[src/rtl/tft_spi_tx.sv]
// Byte-wide SPI mode-0 transmitter for the TFT panel: MSB-first shift with a D/C
// qualifier, and chip select held low across back-to-back bytes.
module tft_spi_tx #(
  parameter int CLK_DIV = 2,
  parameter int CS_HOLD = 4
) (
  input  logic       clk,
  input  logic       rst,
  input  logic       tft_transmit,
  input  logic [7:0] tft_data,
  input  logic       tft_dc,
  output logic       tft_busy,
  output logic       spi_sck,
  output logic       spi_mosi,
  output logic       spi_dc,
  output logic       spi_cs_n
);

  typedef enum logic [1:0] {IDLE, SHIFT, HOLD} state_t;

  localparam logic [7:0] DIV_LAST  = 8'(CLK_DIV - 1);
  localparam logic [7:0] HOLD_LAST = (CS_HOLD == 0) ? 8'd0 : 8'(CS_HOLD - 1);
  localparam bit         HOLD_ZERO = (CS_HOLD == 0);

  state_t     state_q, state_d;
  logic [7:0] sr_q, sr_d;
  logic [7:0] div_q, div_d;
  logic [3:0] bit_q, bit_d;
  logic [7:0] hold_q, hold_d;
  logic       sck_q, sck_d;
  logic       mosi_q, mosi_d;
  logic       dc_q, dc_d;
  logic       cs_n_q, cs_n_d;
  logic       busy_q, busy_d;
  logic       req;

  assign req = tft_transmit && !busy_q;

  always_comb begin
    state_d = state_q;
    sr_d    = sr_q;
    div_d   = div_q;
    bit_d   = bit_q;
    hold_d  = hold_q;
    sck_d   = sck_q;
    mosi_d  = mosi_q;
    dc_d    = dc_q;
    cs_n_d  = cs_n_q;
    busy_d  = busy_q;
    case (state_q)
      IDLE, HOLD: begin
        if (req) begin
          // Accepting in HOLD keeps CS low so a pixel stream stays one burst.
          state_d = SHIFT;
          sr_d    = tft_data;
          mosi_d  = tft_data[7];
          dc_d    = tft_dc;
          cs_n_d  = 1'b0;
          busy_d  = 1'b1;
          sck_d   = 1'b0;
          div_d   = 8'd0;
          bit_d   = 4'd0;
          hold_d  = 8'd0;
        end else if (state_q == HOLD) begin
          if (hold_q == HOLD_LAST) begin
            state_d = IDLE;
            cs_n_d  = 1'b1;
            hold_d  = 8'd0;
          end else begin
            hold_d = hold_q + 8'd1;
          end
        end
      end
      SHIFT: begin
        if (div_q == DIV_LAST) begin
          div_d = 8'd0;
          if (!sck_q) begin
            sck_d = 1'b1;
            bit_d = bit_q + 4'd1;
          end else begin
            // Falling edge: next bit goes out a full half-period before the rise.
            sck_d  = 1'b0;
            sr_d   = {sr_q[6:0], 1'b0};
            mosi_d = sr_q[6];
            if (bit_q == 4'd8) begin
              busy_d = 1'b0;
              bit_d  = 4'd0;
              hold_d = 8'd0;
              if (HOLD_ZERO) begin
                state_d = IDLE;
                cs_n_d  = 1'b1;
              end else begin
                state_d = HOLD;
              end
            end
          end
        end else begin
          div_d = div_q + 8'd1;
        end
      end
      default: state_d = IDLE;
    endcase
  end

  always_ff @(posedge clk) begin
    if (rst) begin
      state_q <= IDLE;
      sr_q    <= 8'd0;
      div_q   <= 8'd0;
      bit_q   <= 4'd0;
      hold_q  <= 8'd0;
      sck_q   <= 1'b0;
      mosi_q  <= 1'b0;
      dc_q    <= 1'b0;
      cs_n_q  <= 1'b1;
      busy_q  <= 1'b0;
    end else begin
      state_q <= state_d;
      sr_q    <= sr_d;
      div_q   <= div_d;
      bit_q   <= bit_d;
      hold_q  <= hold_d;
      sck_q   <= sck_d;
      mosi_q  <= mosi_d;
      dc_q    <= dc_d;
      cs_n_q  <= cs_n_d;
      busy_q  <= busy_d;
    end
  end

  assign tft_busy = busy_q;
  assign spi_sck  = sck_q;
  assign spi_mosi = mosi_q;
  assign spi_dc   = dc_q;
  assign spi_cs_n = cs_n_q;

endmodule

[config.mk]
export PLATFORM = sky130hd
export DESIGN_NAME = tft_spi_tx
export DESIGN_NICKNAME = d
export VERILOG_FILES = /design/src/rtl/tft_spi_tx.sv
export SDC_FILE = /design/constraint.sdc
export NUM_CORES = 1
export LEC_CHECK = 0
export ABC_AREA = 1
export BUFFER_PORTS_ARGS = -buffer_cell sky130_fd_sc_hd__clkbuf_2
export CAP_MARGIN = 10
export CORE_UTILIZATION = 28
export CTS_CLUSTER_DIAMETER = 120
export DETAILED_ROUTE_END_ITERATION = 6
export MAX_ROUTING_LAYER = met4
export PLACE_DENSITY = 0.56
export SLEW_MARGIN = 40
export SYNTH_ARGS = -nofsm -noshare
export SYNTH_HDL_FRONTEND = slang
export SYNTH_SLANG_ARGS = --single-unit
[constraint.sdc]
create_clock -name clk -period 1.2 [get_ports clk]
set_input_delay 0.06 -clock clk [delete_from_list [all_inputs] [get_ports clk]]
set_output_delay 0.06 -clock clk [all_outputs]
set_load 0.03 [all_outputs]
==> results.md, run 1 <==
- Violations in the final reports: negative setup slack
- Skew final: around 0.0066 ns
- P per Cell Area: approximately 1600 nW/um2
- Synth area leader: dfxtp_1
- Routed WL per cell: 11.2 um
- Clk network pwr share: slightly below 20%
- Total CTS buffers: 5
- Syn_nets: 323
- Total GRT Usage: 15.2%
- Final Slew Violations: 0
- Internal power: 0.00273 W
- Seq cells post-synth: 34
- Clock sinks: 34
- Root buf cell: clkbuf_8
- Crit Path Class: register to register
- Die W: slightly below 90 um
- Sw power: 0.00187 W
- Register area: 698 um2
- Yosys warning count: 0
- First-pass GRT wire length: 8710 um
- Critical Path Start Type: register
- Rel. slew slack: 84.4%
- Routed WL: 5280 um
- Mapped Cells: 306
- Layout fillers: between 700 and 800
- Setup-failing EPs final: 31
- Multi-input logic area: 1350 um2
- Net Sw Frac: about two fifths
- Max IR drop VDD: just under 0.7 mV
- FP Rows: 30
- Final Cell Area: about 2900 um2
- Max-cap viol count: 0
- TritonRoute pass-1 iters: 4
- Worst Path Max Fanout: 3
- Final nets: between 300 and 400
- Clock transition at path regs: about 0.07 ns
- Starting density of the core: 29.2%
- Sequential area share after synthesis: 34.1%
- EDFF count, synth: 0
- Ports: 17
- Pin count of the biggest net entering global routing: 20
- Slew @ Worst Pin: 0.234 ns
- Clock period minus worst slack: roughly 1.4 ns
- Die area: 7480 um2
- Skew-Pair Late Insertion Delay: between 0.2 and 0.3 ns
- HPWL Detailed: 3690 um
- Residual DRC: 0
- Syn_area_per_cell: between 6 and 7 um2
- Synth unique cells: 30
- Initial antenna violation count: 0
- CTS HTree Levels: 2
- WP data arrival: 1.56 ns
- Hold Path Class: primary input to register
- Setup slack after layout: -0.184 ns
- Placed Instance Area: between 2000 and 3000 um2
- Most common cell after layout, fill and taps aside: nand2_1
- Initial DRC Count: 87
- Routability cong.: 0.844
- Clock Path Buffers: 2
- Data required, critical path: approximately 1.4 ns
- Share of cells above drive strength 1: 39.6%
- CTS tree: built
- Leakage power: ~1.3 nW
- Combinational power share: 48.9%
- Diode count: 0
- Vias in the first global route: 1,930
- Top post-synthesis cells by area: dfxtp_1 34%, nand2_1 18%, nand3_1 9.0%, nor2_1 6.0%, inv_1 5.8%
- Vias: 2,103
- Die height: 86.5 um
- Outcome: finished with violations
- RSZ-0062 raised after global routing: yes
- # placed instances: ~460
- Async S/R FF share, synth: 0%
- Tcrit/Tclk final: 115%
- Final hold violations: 0
- Input/output buffers: 16
- Layout overhead on the synthesized area: 45.5%
- Post-synth top area share: 34.1%
- Critical path capture point type: register
- Total gr overflow: 0
- Via/cell ratio: 4.46
- Final Non-Filler Cells: 472
- Max Freq: 0.722 GHz
- Core area: around 6800 um2
- Post-Syn Area: 2000 um2
- Most common flop cell mapped by yosys: dfxtp_1
- Most frequent cells in the layout: 83 x nand2_1, 45 x buf_4, 31 x nand3_1, 27 x inv_1, 24 x dfxtp_1
- Share of power burned in registers: 31.5%
- Post-route ant nets: 0
[registers in the layout (all words and copies together), names as in the netlist]
name,flops
div_q,8
hold_q,8
sr_q,7
bit_q,4
state_q,2
spi_cs_n,1
spi_dc,1
spi_mosi,1
spi_sck,1
tft_busy,1
[power by group through the flow]
stage                     clock, W  combinational, W  sequential (W)
after floorplan                  0           0.00123         0.00152
after global placement           0           0.00189         0.00146
after detailed placement         0           0.00191         0.00146
after CTS                 0.000933           0.00216         0.00145
after global routing      0.000985           0.00248         0.00147
final                     0.000902           0.00225         0.00145
[metrics by stage]
step           hold WS [ns]  setup TNS (ns)  utilization [%]  setup WS, ns  power, W
2_1_floorplan         0.195          -0.397                -       -0.0365   0.00275
3_3_place_gp          0.308           -4.32             37.2        -0.241   0.00335
3_5_place_dp          0.300           -4.99             37.2        -0.257   0.00337
4_1_cts              0.0191           -3.20             41.2        -0.157   0.00454
5_1_grt              0.0463           -5.57             42.5        -0.244   0.00494
6_report             0.0226           -3.53             42.5        -0.184   0.00460
[path summary, 6_finish.rpt]
check	startpoint	end	slack, ns	cells after the start
worst min register to register	sr_q[4]$_SDFFE_PP0P_	sr_q[4]$_SDFFE_PP0P_	0.46	2
worst max-delay path	bit_q[1]$_SDFFE_PP0P_	tft_busy$_SDFFE_PP0P_	-0.18	8
worst max register to register	bit_q[1]$_SDFFE_PP0P_	tft_busy$_SDFFE_PP0P_	-0.18	8
worst min-delay path	tft_data[0]	sr_q[0]$_SDFFE_PP0P_	0.02	3
[final cells by class]
cell class / instances / area share, %
well taps: 96 / 4.13
repair buffers: 68 / 17.0
multi-input cells: 228 / 46.6
clock inverters: 1 / 0.172
flip-flops and latches: 34 / 24.0
clock buffers: 7 / 2.97
inverters: 38 / 5.08
[cell families after synthesis]
logic type | synth area share, %
adder cells (fa/ha/maj) | 3.13
flip-flops | 34.1
AO/OA/AOI/OAI | 8.83
AND/OR/NAND/NOR | 43.0
buffers and inverters | 10.6
XOR/XNOR | 0.438
[worst max-delay path, cell delays in order (launching register included)]
cell and delay [ns]:
dfxtp_2 0.33, inv_2 0.07, ha_4 0.12, nand2_2 0.07, nor2_4 0.14, nand3_2 0.15
buf_4 0.17, o21ai_0 0.14, a21oi_1 0.08
[Yosys cell counts, types with 4 or more instances]
| cell | number |
|---|---|
| nand2_4 | 5 |
| nor3_1 | 5 |
| nand2_1 | 94 |
| a21oi_1 | 22 |
| nand3_1 | 36 |
| dfxtp_1 | 34 |
| inv_2 | 6 |
| nand4_1 | 4 |
| nor2_1 | 32 |
| o21ai_0 | 6 |
| ha_1 | 5 |
| inv_1 | 31 |
| nand2_2 | 6 |
[repair_timing]
action	4_1_cts	5_1_grt
pin swaps	8	16
gates cloned	1	0
setup endpoints to repair	33	33
setup buffers	5	2
gates resized for setup	32	22
hold endpoints to repair	1	0
hold buffers	1	0
[metal layers]
metal / wire length, um / track usage [%]
met1: 2550 / 18.8
met2: 2450 / 25.1
met3: 203 / 2.86
met4: 78 / 4.55
met5: 0 / -
(Power assumes the default switching activity.)
==> run 2: changes to the inputs <==
--- a/config.mk
+++ b/config.mk
@@ -11,8 +11,9 @@
 export CORE_UTILIZATION = 28
 export CTS_CLUSTER_DIAMETER = 120
 export DETAILED_ROUTE_END_ITERATION = 6
+export HOLD_SLACK_MARGIN = 0.03
 export MAX_ROUTING_LAYER = met4
-export PLACE_DENSITY = 0.56
+export PLACE_DENSITY = 0.54
 export SLEW_MARGIN = 40
 export SYNTH_ARGS = -nofsm -noshare
 export SYNTH_HDL_FRONTEND = slang
==> constraint.sdc (replaced) <==
create_clock -name clk -period 1.7 [get_ports clk]
set_input_delay 0.085 -clock clk [delete_from_list [all_inputs] [get_ports clk]]
set_output_delay 0.085 -clock clk [all_outputs]
set_load 0.03 [all_outputs]
==> run 2 against run 1 <==
Effect of this change: the flow now finishes without violations; setup slack better by 0.37 ns; critical path depth is 2 higher; clock skew is 0.0054 ns higher; critical path type unchanged.
==> results.md, run 2 (same netlist as run 1, synthesis figures left out) <==
- Outcome: finished, final reports clean (was finished with violations)
- Pin count of the biggest net entering global routing: 20 (unchanged)
- CTS tree: built (unchanged)
- Clock transition at path regs: 0.08 ns (was 0.07 ns)
- Initial antenna violation count: 0 (unchanged)
- Starting density of the core: 29.2% (unchanged)
- Vias: 1,922 (was 2,103)
- Most frequent cells in the layout: 93 x nand2_1, 36 x nand3_1, 34 x dfxtp_1, 32 x nor2_1, 31 x inv_1 (was 83 x nand2_1, 45 x buf_4, 31 x nand3_1, 27 x inv_1, 24 x dfxtp_1)
- Worst-case reg-to-reg path depth: 10 (was 8)
- WP depth: 10 (was 8)
- CP cell instances: inv_1, ha_1, nand2_1, nor2_1, nand3_1, nand2_4, nand3_1, nand2_1, inv_1, nor2_1 (was inv_2, ha_4, nand2_2, nor2_4, nand3_2, buf_4, o21ai_0, a21oi_1)
- Crit Path Class: register to register (unchanged)
- Slew @ Worst Pin: 0.459 ns (was 0.234 ns)
- Layout fillers: 775 (was 736)
- Largest stage delay, worst path: 0.35 ns (was 0.33 ns)
- Initial DRC Count: 130 (was 87)
- Biggest regs: div_q x8, hold_q x8, sr_q x7 (unchanged)
- Hold Path Class: primary input to register (unchanged)
- Clock sinks: 34 (unchanged)
- Util after Layout: 33.5% (was 42.5%)
- HPWL Detailed: 3330 um (was 3690 um)
- Total GRT Usage: 14.3% (was 15.2%)
- Reg2reg start: bit_q[0]$_SDFFE_PP0P_ (was bit_q[1]$_SDFFE_PP0P_)
- Critical path capture point type: register (unchanged)
- Root buf cell: clkbuf_8 (unchanged)
- FP Rows: 30 (unchanged)
- Via/cell ratio: 4.54 (was 4.46)
- CTS HTree Levels: 2 (unchanged)
- Data required, critical path: 1.93 ns (was 1.38 ns)
- CP endpoint: hold_q[5]$_SDFFE_PP0P_ (was tft_busy$_SDFFE_PP0P_)
- Buffers plus inverters on the worst setup path: 2 (unchanged)
- Vias in the first global route: 1,766 (was 1,930)
- Most common cell after layout, fill and taps aside: nand2_1 (unchanged)
- Post-route ant nets: 0 (unchanged)
- Worst Path Max Fanout: 12 (was 3)
- Crit path from: bit_q[0]$_SDFFE_PP0P_ (was bit_q[1]$_SDFFE_PP0P_)
- Max IR drop VDD: 0.360 mV (was 0.692 mV)
- Flop2flop setup slack: 0.19 ns (was -0.18 ns)
- Routability cong.: 0.795 (was 0.844)
- TritonRoute pass-1 iters: 4 (unchanged)
- Total gr overflow: 0 (unchanged)
- Skew-Pair Late Insertion Delay: 0.30 ns (was 0.29 ns)
- Routed WL per cell: 11.0 um (was 11.2 um)
- Skew final: 0.0120 ns (was 0.00656 ns)
- Hold Crit Start: tft_data[0] (unchanged)
- First-pass GRT wire length: 8250 um (was 8710 um)
- Setup_tns: 0 ns (was -3.53 ns)
- Ports: 17 (unchanged)
- Layout overhead on the synthesized area: 14.5% (was 45.5%)
- Core area: 6830 um2 (unchanged)
- Worst path top cell family by delay: simple AND/OR/NAND/NOR gates (unchanged)
- Die height: 86.5 um (unchanged)
- Diode count: 0 (unchanged)
- Share of cells above drive strength 1: 15.6% (was 39.6%)
- Die area: 7480 um2 (unchanged)
- Clock Path Buffers: 2 (unchanged)
- P per Cell Area: 1250 nW/um2 (was 1580 nW/um2)
- Slowest-stage cell, CP: dfxtp_1 (was dfxtp_2)
- Final nets: 343 (was 392)
- Final hold violations: 0 (unchanged)
- Routed WL: 4670 um (was 5280 um)
- Residual DRC: 0 (unchanged)
- Max Freq: 0.662 GHz (was 0.722 GHz)
- Input/output buffers: 16 (unchanged)
- Setup-failing EPs final: 0 (was 31)
- Critical Path Start Type: register (unchanged)
- Final Slew Violations: 0 (unchanged)
- Max-cap viol count: 0 (unchanged)
- Clock period minus worst slack: 1.51 ns (was 1.38 ns)
- Leakage power: 1.01 nW (was 1.28 nW)
- WP data arrival: 1.74 ns (was 1.56 ns)
- Die W: 86.5 um (unchanged)
- Tcrit/Tclk final: 88.9% (was 115%)
- RSZ-0062 raised after global routing: no (was yes)
- Worst R2R End: hold_q[5]$_SDFFE_PP0P_ (was tft_busy$_SDFFE_PP0P_)
- Total CTS buffers: 5 (unchanged)
- Rel. slew slack: 69.4% (was 84.4%)
==> run 2: worst register-to-register path, stage by stage (launching register included) <==
cell and delay [ns]:
dfxtp_1 0.35, inv_1 0.07, ha_1 0.13, nand2_1 0.08, nor2_1 0.19, nand3_1 0.19, nand2_4 0.18, nand3_1 0.09
nand2_1 0.06, inv_1 0.03, nor2_1 0.07
==> run 2: cell type report <==
cell class / count / area, um2 / share of cell area [%]
sequential: 34 / 681 / 29.7
inverter: 38 / 148 / 6.45
clock inverter: 3 / 45.0 / 1.97
timing repair buffer: 20 / 113 / 4.92
clock buffer: 5 / 68.8 / 3.01
multi-input combinational: 227 / 1110 / 48.7
tap: 96 / 120 / 5.25
==> run 2: worst min path at each step <==
stage,cells after the start,slack (ns),endpoint
floorplan,2,0.22,spi_dc$_SDFFE_PP0N_
global placement,3,0.31,spi_dc$_SDFFE_PP0N_
detailed placement,3,0.32,spi_dc$_SDFFE_PP0N_
CTS,3,0.04,sr_q[0]$_SDFFE_PP0P_
global route,3,0.05,sr_q[0]$_SDFFE_PP0P_
finish,3,0.04,sr_q[0]$_SDFFE_PP0P_
==> run 2: power breakdown <==
group          switching [W]  internal, W
sequential          0.000100     0.000915
combinational       0.000718     0.000338
clock               0.000342     0.000436
==> run 2: repair_timing <==
| action | in CTS | in global routing |
|---|---|---|
| gates resized for setup | 0 | 2 |
| endpoints found under the hold margin | 1 | 0 |
| hold buffers | 1 | 0 |
| setup buffers | 0 | 0 |
| endpoints found under the setup margin | 0 | 9 |
==> run 2: per-stage QoR <==
| stage | total power, W | setup WS [ns] | instances | instance area (um2) | hold slack [ns] |
|---|---|---|---|---|---|
| finish | 0.00285 | 0.188 | 423 | 2290 | 0.0367 |
| global route | 0.00306 | 0.00310 | 423 | 2290 | 0.0539 |
| CTS | 0.00287 | 0.0271 | 423 | 2280 | 0.0387 |
| detailed placement | 0.00208 | 0.0370 | 414 | 2160 | 0.315 |
| global placement | 0.00207 | 0.0470 | 414 | 2160 | 0.315 |
| floorplan | 0.00187 | 0.368 | 306 | 2000 | 0.220 |
==> run 2: per-layer routing <==
| metal | track usage [%] | part of all wire [%] | up-vias |
|---|---|---|---|
| met1 | 19.2 | 53 | 859 |
| met5 | - | 0 | - |
| met3 | 3.14 | 3.1 | 6 |
| li1 | - | - | 1022 |
| met4 | 5.00 | 1.6 | 0 |
| met2 | 21.3 | 42 | 35 |
